==> config.mk <==
export PLATFORM = sky130hd
export DESIGN_NAME = rr_grant_ctrl
export DESIGN_NICKNAME = d
export VERILOG_FILES = /design/src/rtl/rr_grant_ctrl.sv
export SDC_FILE = /design/constraint.sdc
export NUM_CORES = 1
export LEC_CHECK = 0
export BUFFER_PORTS_ARGS = -buffer_cell sky130_fd_sc_hd__buf_2
export CAP_MARGIN = 0
export CORE_MARGIN = 2
export CORE_UTILIZATION = 63
export DETAILED_ROUTE_END_ITERATION = 12
export GPL_TIMING_DRIVEN = 0
export PLACE_DENSITY = 0.86
export SYNTH_ARGS = -nofsm -noshare
export SYNTH_HDL_FRONTEND = slang
export SYNTH_SLANG_ARGS = --single-unit
==> constraint.sdc <==
create_clock -name clk -period 9.19 [get_ports clk]
set_input_delay 1.838 -clock clk [delete_from_list [all_inputs] [get_ports clk]]
set_output_delay 1.838 -clock clk [all_outputs]
set_load 0.03 [all_outputs]
==> src/rtl/rr_grant_ctrl.sv <==
// Round-robin grant controller: shares one resource among eight level-sensitive
// requesters. Each grant lasts at most MAX_GRANT cycles and is followed by at least
// one idle cycle. The granted index is also shown on an active-low seven-segment digit.
module rr_grant_ctrl #(
    parameter int unsigned MAX_GRANT = 16
) (
    input  logic       clk,
    input  logic       rst,
    input  logic       en,
    input  logic [7:0] req,
    output logic [7:0] gnt,
    output logic [2:0] gnt_idx,
    output logic       valid,
    output logic [6:0] seg0
);

    // Grant age counter is wide enough to hold MAX_GRANT-1, at least one bit.
    localparam int unsigned CntW = (MAX_GRANT > 1) ? $clog2(MAX_GRANT) : 1;
    localparam logic [CntW-1:0] CntLast = CntW'(MAX_GRANT - 1);

    localparam logic [0:0] StIdle  = 1'b0;
    localparam logic [0:0] StGrant = 1'b1;

    localparam logic [6:0] SegBlank = 7'b1111111;

    logic [0:0]      state_q, state_d;
    logic [7:0]      gnt_q, gnt_d;
    logic [2:0]      gnt_idx_q, gnt_idx_d;
    logic [2:0]      ptr_q, ptr_d;
    logic [CntW-1:0] cnt_q, cnt_d;

    logic            sel_found;
    logic [2:0]      sel_idx;
    logic [2:0]      cand;
    logic            release_now;

    // Search req starting at ptr and wrapping 7->0; the first set bit wins.
    always_comb begin
        sel_found = 1'b0;
        sel_idx   = ptr_q;
        cand      = ptr_q;
        // Walk offsets from farthest to nearest so the nearest set bit is written last.
        for (int i = 7; i >= 0; i--) begin
            cand = ptr_q + 3'(i);
            if (req[cand]) begin
                sel_idx   = cand;
                sel_found = 1'b1;
            end
        end
    end

    // Any one of: owner dropped its request, grant reached its age limit, or disabled.
    always_comb begin
        release_now = (!en) || (!req[gnt_idx_q]) || (cnt_q == CntLast);
    end

    // Next-state logic for the IDLE/GRANT machine and its datapath registers.
    always_comb begin
        state_d   = state_q;
        gnt_d     = gnt_q;
        gnt_idx_d = gnt_idx_q;
        ptr_d     = ptr_q;
        cnt_d     = cnt_q;

        unique case (state_q)
            StIdle: begin
                if (en && sel_found) begin
                    state_d   = StGrant;
                    gnt_d     = 8'b1 << sel_idx;
                    gnt_idx_d = sel_idx;
                    cnt_d     = '0;
                end
            end
            StGrant: begin
                if (release_now) begin
                    // gnt_idx is left stale; valid=0 masks it.
                    state_d = StIdle;
                    gnt_d   = '0;
                    ptr_d   = gnt_idx_q + 3'd1;
                    cnt_d   = '0;
                end else begin
                    cnt_d = cnt_q + 1'b1;
                end
            end
            default: begin
                state_d = StIdle;
                gnt_d   = '0;
                cnt_d   = '0;
            end
        endcase
    end

    // State registers with synchronous, active-high reset.
    always_ff @(posedge clk) begin
        if (rst) begin
            state_q   <= StIdle;
            gnt_q     <= '0;
            gnt_idx_q <= '0;
            ptr_q     <= '0;
            cnt_q     <= '0;
        end else begin
            state_q   <= state_d;
            gnt_q     <= gnt_d;
            gnt_idx_q <= gnt_idx_d;
            ptr_q     <= ptr_d;
            cnt_q     <= cnt_d;
        end
    end

    assign gnt     = gnt_q;
    assign gnt_idx = gnt_idx_q;
    assign valid   = |gnt_q;

    // Active-low seven-segment decode of the registered index; blank when idle.
    always_comb begin
        seg0 = SegBlank;
        if (valid) begin
            unique case (gnt_idx_q)
                3'd0:    seg0 = 7'b0000001;
                3'd1:    seg0 = 7'b1001111;
                3'd2:    seg0 = 7'b0010010;
                3'd3:    seg0 = 7'b0000110;
                3'd4:    seg0 = 7'b1001100;
                3'd5:    seg0 = 7'b0100100;
                3'd6:    seg0 = 7'b0100000;
                3'd7:    seg0 = 7'b0001111;
                default: seg0 = SegBlank;
            endcase
        end
    end

endmodule
==> results.md, run 1 <==
- Status: finished clean
- Post-Synth Simple-Gate Area: 21.4%
- Flop2flop setup slack: 4.72 ns
- DP Wirelength: 4300 um
- Global route overflow: 0
- I/O pin count: 30
- Antenna Cells: 0
- PostCTS Resize Cnt: 0
- Vias in the first global route: 2051
- Fmax: approximately 220 MHz
- Synth top area cells: dfxtp_1 22%, mux4_2 12%, mux2i_1 5.8%, ha_1 4.7%, mux2_2 4.2%
- Switching share of total power: 44.0%
- Reg2reg path depth: 15
- Starting Density: between 60% and 70%
- Total CTS buffers: 3
- Htree depth: 1
- Filler instances: between 200 and 300
- Synthesized-area fraction occupied by ao, oa, aoi and oai cells: 19.1%
- Slowest stage delay, CP: 0.62 ns
- DIE AREA: 4340 um2
- Final GP Congestion: 0.910
- Xor and xnor area share after synthesis: 2.86%
- Vias: 2158
- Postcts setup bufs: 0
- CTS sink cnt: 26
- Max-Cap Viols: 0
- Die X: 65.8 um
- Max clock buf depth: 2
- Reg clk slew, reported paths: approximately 0.080 ns
- Mapped Cells: ~260
- Type of the worst setup path: in2reg
- WP data arrival: between 4 and 5 ns
- Synth Area per Inst: 9.30 um2
- Synth area leader: dfxtp_1
- Crit path launch type: primary input
- Final WL: 5650 um
- Yosys cell types: 64
- WP buf/inv: 3
- Fin. max-slew vios: 0
- RSZ-0062 raised after global routing: false
- Crit Reg-Reg Startpoint: ptr_q[1]
- Die H: about 66 um
- GRT Overall Usage: just under 30%
- Critical Path RT: 9.36 ns
- WHS Path Cells: 2
- Hold worst-path end: gnt[1]
- Seq pwr share: between 20 and 30%
- Critical path endpoint category: register
- Ys Warns: 0
- Min-delay worst type: reg2reg
- Post-CTS Hold Buffers: 0
- Mux cell area share after synthesis: between 20% and 30%
- Slew HR: roughly half
- Final setup vio count: 0
- Slowest CP cell: mux4_2
- Async S/R FF share, synth: 0%
- Placed Area: 2620 um2
- Initial antenna violation count: 0
- Post-DR wirelength/cell: about 17 um
- First-pass GRT wire length: 9720 um
- Post-route minimum period: 4.58 ns
- CTS tree: built
- Largest net degree at the start of global routing: 15
- Skew-Pair Late Insertion Delay: 0.27 ns
- Clk root buf: clkbuf_8
- TNS Setup: 0 ns
- Share of layout cells above drive strength 1: 31.5%
- Pleak: roughly 1.1 nW
- Largest family of logic cells by synthesized area: multiplexers
- Core region area: 3660 um2
- Final Hold Viols: 0
- Row count: 22
- Synth top area share: 21.6%
- Seq/Total Area, Yosys: between 20 and 25%
- Logic pwr share: between 50% and 60%
- Primary FF master, synth: dfxtp_1
- Psw: between 0.0002 and 0.00025 W
- Worst vdd ir: 0.137 mV
- Layout area overhead: 10.8%
- Worst-path cell chain: buf_2 > clkbuf_1 > mux4_2 > mux2_4 > nor4_4 > a31oi_2 > nor2_1 > nor2_1 > o21ai_2 > inv_2 > ha_1 > mux2_4
- Crit-path max FO: 10
- Post-synth EDFFs: 0
- First-pass detailed-route iteration total: 4
- Period utilization: 49.8%
- Mapped cell area: about 2400 um2
- FF+latch count, synth: 26
- CP delay by family, top: multiplexers
- Worst-margin pin slew: about 0.75 ns
- Syn nets: 279
- Post-route DRC: 0
- Internal power: ~0.00027 W
- Pwr per Cell Area: 181 nW/um2
- Number of port buffers: 29
- Finished Cell Area: 2670 um2
- Antenna viol nets, final: 0
- Detailed-route vias per instance: around 6.3
- Hold_sp: gnt[1]
- Worst Skew: 0.00239 ns
- Final #Nets: around 310
- Post-synthesis adder-cell area fraction: 4.67%
- Power share of the clock group: 15.3%
- Initial DRC count: around 240
==> synth_stat cells (6+ instances only) <==
library cell / n
nor2_1: 24
dfxtp_1: 26
mux2_2: 9
mux4_2: 13
nand2b_1: 9
nor3_1: 6
inv_1: 9
ha_1: 9
nand2_1: 20
a21oi_1: 11
mux2i_1: 14
==> worst reg2reg max path, cell delays in order (launching register included) <==
cell and delay [ns]:
dfxtp_1 0.48, buf_2 0.28, buf_1 0.42, inv_1 0.14, ha_1 0.34, buf_6 0.13, mux4_2 0.60, mux2_4 0.35
nor4_4 0.39, a31oi_2 0.27, nor2_1 0.16, nor2_1 0.07, o21ai_2 0.14, inv_2 0.09, ha_1 0.23, mux2_4 0.27
==> cell usage in the layout, fill, tap and decap left out, types with 3 or more instances in the layout <==
master    synthesis  routed
a211oi_1          4       4
a21oi_1          11      11
a31oi_1           3       3
a32oi_1           4       4
and3_1            5       5
buf_2             5      34
clkbuf_1          4       4
clkbuf_8          0       4
dfxtp_1          26      26
ha_1              9       9
inv_1             9       9
inv_2             3       3
mux2_2            9       9
mux2_4            3       3
mux2i_1          14      14
mux4_2           13      13
nand2_1          20      20
nand2b_1          9       9
nand3_1           5       5
nor2_1           24      24
nor2b_1           5       5
nor3_1            6       6
nor4_1            4       4
o21ai_0           5       5
xnor2_1           4       4
==> layout make-up <==
type	count	area [um2]	share of cell area, %
Clock buffer	4	55.1	2.06
Multi-Input combinational cell	207	1760	66.0
Sequential cell	26	520	19.5
Timing Repair Buffer	29	145	5.44
Buffer	14	81.3	3.05
Tap cell	48	60.1	2.25
Inverter	12	45.0	1.69
==> power by group through the flow <==
stage	combinational, W	clock [W]	sequential (W)
2_1_floorplan	0.000205	0	0.000143
3_3_place_gp	0.000265	0	0.000136
3_5_place_dp	0.000271	0	0.000137
4_1_cts	0.000272	0.0000746	0.000134
5_1_grt	0.000298	0.0000789	0.000136
6_report	0.000275	0.0000737	0.000134
==> stage by stage <==
stage          hold slack (ns)  setup slack (ns)  std cells  util (%)  total power, W
2_1_floorplan            0.459              4.88        259         -        0.000348
3_3_place_gp             0.465              4.48        336      71.4        0.000401
3_5_place_dp             0.488              4.41        336      71.4        0.000407
4_1_cts                  0.499              4.68        340      72.9        0.000481
5_1_grt                  0.518              4.44        340      72.9        0.000512
6_report                 0.503              4.61        340      72.9        0.000482
==> routing by layer <==
layer / track usage [%] / up-vias / part of all wire [%]
met5: 0 / - / 0
met4: 7.81 / 0 / 1.4
met3: 4.43 / 11 / 5.5
met2: 44.9 / 86 / 48
met1: 42.5 / 1030 / 45
li1: - / 1031 / -
==> worst max path at each step <==
| stage | from | cells after the start | slack (ns) | to |
|---|---|---|---|---|
| final | req[1] | 12 | 4.61 | register |
| after floorplan | req[1] | 11 | 4.88 | register |
| after detailed placement | req[1] | 12 | 4.41 | register |
| after global routing | ptr_q[1] | 16 | 4.44 | register |
| after global placement | req[1] | 12 | 4.48 | register |
| after CTS | req[1] | 12 | 4.68 | register |
==> cells by family after synthesis <==
group,after synthesis
compound gates,57
flops,26
fa+ha+maj,9
buf+inv,26
xor+xnor,7
mux,40
simple gates,94
No activity file was read; power rests on OpenSTA's default activity.
==> inputs of run 2 (changes only) <==
Settings changed: ABC_AREA set to 1, CORE_UTILIZATION 63 to 58, PLACE_DENSITY 0.86 to 0.81.
Clock period 9.19 ns to 4.3 ns, I/O delays scaled along.
==> run 2 against run 1 <==
Combinational power up 140%. Global-route usage fell by 6.3 points. Synthesized cell count grew 19%. First-iteration DRC count fell by 57%. Core utilization down 6.6 points. Via count down 9.0%. Sequential power rose by 120%. Non-clock buffer count decreased by 8. Highest routed layer unchanged. Setup slack worse by 3.4 ns. Cell area decreased by 10%.
==> results.md, run 2 <==
- Critical path endpoint category: register (unchanged)
- Hold_ws: 0.479 ns (was 0.503 ns)
- Fin. max-slew vios: 0 (unchanged)
- Skew-Pair Late Insertion Delay: 0.26 ns (was 0.27 ns)
- Antenna viol nets, final: 0 (unchanged)
- Min-delay worst type: reg2reg (unchanged)
- Status: finished clean (unchanged)
- Vias in the first global route: 1801 (was 2051)
- Worst vdd ir: 0.417 mV (was 0.137 mV)
- Ys Warns: 0 (unchanged)
- Initial DRC count: 103 (was 241)
- Clk root buf: clkbuf_8 (unchanged)
- First-pass GRT wire length: 7780 um (was 9720 um)
- Starting Density: 59.3% (was 65.8%)
- Switching share of total power: 49.3% (was 44.0%)
- FF+latch count, synth: 26 (unchanged)
- Final WS setup: 1.26 ns (was 4.61 ns)
- GRT Overall Usage: 22.8% (was 29.1%)
- Psw: 0.000545 W (was 0.000212 W)
- Commonest non-fill, non-tap cell in the layout: nand2_1 (was buf_2)
- Final Hold Viols: 0 (unchanged)
- Logic pwr share: 59.9% (was 57.0%)
- Placed Area: 2340 um2 (was 2620 um2)
- Vias: 1963 (was 2158)
- Post-synth EDFFs: 0 (unchanged)
- Largest net degree at the start of global routing: 15 (unchanged)
- Max clock buf depth: 2 (unchanged)
- Internal power: 0.000560 W (was 0.000270 W)
- Fmax: 329 MHz
- Most frequent cells in the layout: 77 x nand2_1, 37 x inv_1, 30 x buf_2, 29 x nor2_1 (was 34 x buf_2, 26 x dfxtp_1, 24 x nor2_1, 20 x nand2_1, 14 x mux2i_1)
- Finished Cell Area: 2390 um2 (was 2670 um2)
- Final GP Congestion: 0.912 (was 0.910)
- Synth top area cells: dfxtp_1 24%, nand2_1 14%, nand3_2 12%, inv_1 6.5%, ha_1 5.3% (was dfxtp_1 22%, mux4_2 12%, mux2i_1 5.8%, ha_1 4.7%, mux2_2 4.2%)
- DP Wirelength: 3510 um (was 4300 um)
- Initial antenna violation count: 0 (unchanged)
- Period utilization: 70.7%
- DIE AREA: 4190 um2 (was 4340 um2)
- Worst Skew: 0.00416 ns (was 0.00239 ns)
- Die H: 64.7 um (was 65.8 um)
- Seq pwr share: 26.2% (was 27.8%)
- Number of port buffers: 28 (was 29)
- Synth Area per Inst: 6.94 um2 (was 9.30 um2)
- Type of the worst setup path: reg2reg (was in2reg)
- Post-DR wirelength/cell: 11.2 um (was 16.6 um)
- Pre-CTS setup slack: 1.26 ns (was 4.41 ns)
- Final WL: 4350 um (was 5650 um)
- Mapped cell area: 2140 um2 (was 2410 um2)
- Non-Filler Instances: 388 (was 340)
- Post-CTS Hold Buffers: 0 (unchanged)
- Crit path launch type: register (was primary input)
- Seq/Total Area, Yosys: 24.3% (was 21.6%)
- Critical Path RT: 4.47 ns (was 9.36 ns)
- Layout area overhead: 11.9% (was 10.8%)
- Postcts setup bufs: 0 (unchanged)
- WP data arrival: 3.21 ns (was 4.74 ns)
- Mapped Cells: 308 (was 259)
- Core region area: 3610 um2 (was 3660 um2)
- Synth top area share: 24.3% (was 21.6%)
- Worst-margin pin slew: 0.506 ns (was 0.754 ns)
- First-pass detailed-route iteration total: 4 (unchanged)
- Die X: 64.7 um (was 65.8 um)
- TNS Setup: 0 ns (unchanged)
- Reg2reg path depth: 21 (was 15)
- Flop2flop setup slack: 1.26 ns (was 4.72 ns)
- Post-route minimum period: 3.04 ns
- Crit Reg-Reg Startpoint: ptr_q[0] (was ptr_q[1])
- Final setup vio count: 0 (unchanged)
- Final #Nets: 361 (was 313)
- Detailed-route vias per instance: 5.06 (was 6.35)
- Yosys cell types: 34 (was 64)
- Max-Cap Viols: 0 (unchanged)
- Slew HR: 66.3% (was 49.2%)
- Htree depth: 1 (unchanged)
- Primary FF master, synth: dfxtp_1 (unchanged)
- Async S/R FF share, synth: 0% (unchanged)
- Commonest cells in the netlist: 77 x nand2_1, 37 x inv_1, 29 x nor2_1 (was 26 x dfxtp_1, 24 x nor2_1, 20 x nand2_1)
- PostCTS Resize Cnt: 0 (unchanged)
- Synth area leader: dfxtp_1 (unchanged)
- CTS tree: built (unchanged)
- Total CTS buffers: 3 (unchanged)
- Pwr per Cell Area: 462 nW/um2 (was 181 nW/um2)
- Post-route DRC: 0 (unchanged)
- Crit-path max FO: 10 (unchanged)
- Most common cell in the netlist: nand2_1 (was dfxtp_1)
- Row count: 22 (unchanged)
- I/O pin count: 30 (unchanged)
- CTS sink cnt: 26 (unchanged)
- Share of layout cells above drive strength 1: 30.3% (was 31.5%)
- Reg clk slew, reported paths: 0.09 ns (was 0.08 ns)
- Pleak: 1.21 nW (was 1.10 nW)
- Syn nets: 328 (was 279)
- Power share of the clock group: 14.0% (was 15.3%)
- Antenna Cells: 0 (unchanged)
- RSZ-0062 raised after global routing: false (unchanged)
- Global route overflow: 0 (unchanged)
- Placed Cells: 384 (was 336)
- CP startpoint: ptr_q[0] (was req[1])
run 2: cell types whose count changed after synthesis, moves of 12 or more:
cell	delta
inv_1	+28
mux2i_1	-14
mux4_2	-13
nand2_1	+57
nand3_1	+12
nand3_2	+26
run 2: per-layer routing:
layer | GRT usage (%) | routed length (um) | vias up
li1 | - | - | 1037
met1 | 28.6 | 1990 | 893
met2 | 42.0 | 2190 | 29
met3 | 1.91 | 123 | 4
met4 | 5.32 | 38 | 0
met5 | 0 | 0 | -
run 2: critical path: stages, from the launching register on:
cell and delay (ns):
dfxtp_1 0.36, buf_6 0.15, inv_4 0.04, buf_12 0.15, ha_1 0.27, buf_2 0.21, inv_2 0.11, nand3_1 0.14
nand3_2 0.10, nand2_2 0.12, inv_2 0.04, nand2_2 0.07, nor2_2 0.04, nand3_2 0.10, nand3_4 0.14, nand2_2 0.09
inv_2 0.05, nor3_4 0.23, inv_2 0.10, ha_1 0.32, inv_1 0.06, nor2_1 0.04
run 2: worst min path at each step:
stage              from        to  slack [ns]  cells after the start
6_report         gnt[6]    gnt[6]        0.48                      2
5_1_grt          gnt[7]    gnt[7]        0.51                      2
4_1_cts        cnt_q[1]  cnt_q[1]        0.49                      2
3_5_place_dp   cnt_q[1]  cnt_q[1]        0.47                      2
3_3_place_gp   cnt_q[1]  cnt_q[1]        0.47                      2
2_1_floorplan  cnt_q[0]  cnt_q[0]        0.45                      1
run 2: cells by family (layout without fill, tap and decap cells):
group	Yosys count	count (layout)	synth area share, %
flip-flops	26	26	24.3
AND/OR/NAND/NOR	181	181	47.8
AO/OA/AOI/OAI	33	33	9.07
XOR/XNOR	4	4	1.64
buffers and inverters	55	87	11.9
adder cells (fa/ha/maj)	9	9	5.27
run 2: layout make-up:
cell class | count | area [um2]
buffer | 7 | 63.8
clock buffer | 4 | 55.1
fill | 333 | 1210
inverter | 48 | 190
multi-input combinational | 227 | 1360
sequential | 26 | 520
tap | 48 | 60.1
timing repair buffer | 28 | 140
run 2: metrics by stage:
step,total power [W],util [%]
2_1_floorplan,0.000822,-
3_3_place_gp,0.000945,64.9
3_5_place_dp,0.000956,64.9
4_1_cts,0.00111,66.4
5_1_grt,0.00120,66.4
6_report,0.00111,66.4
run 2: power by group through the flow:
stage | Clock, W | Sequential, W | Combinational (W)
2_1_floorplan | 0 | 0.000315 | 0.000507
3_3_place_gp | 0 | 0.000294 | 0.000652
3_5_place_dp | 0 | 0.000295 | 0.000661
4_1_cts | 0.000156 | 0.000290 | 0.000665
5_1_grt | 0.000167 | 0.000293 | 0.000745
6_report | 0.000154 | 0.000289 | 0.000662
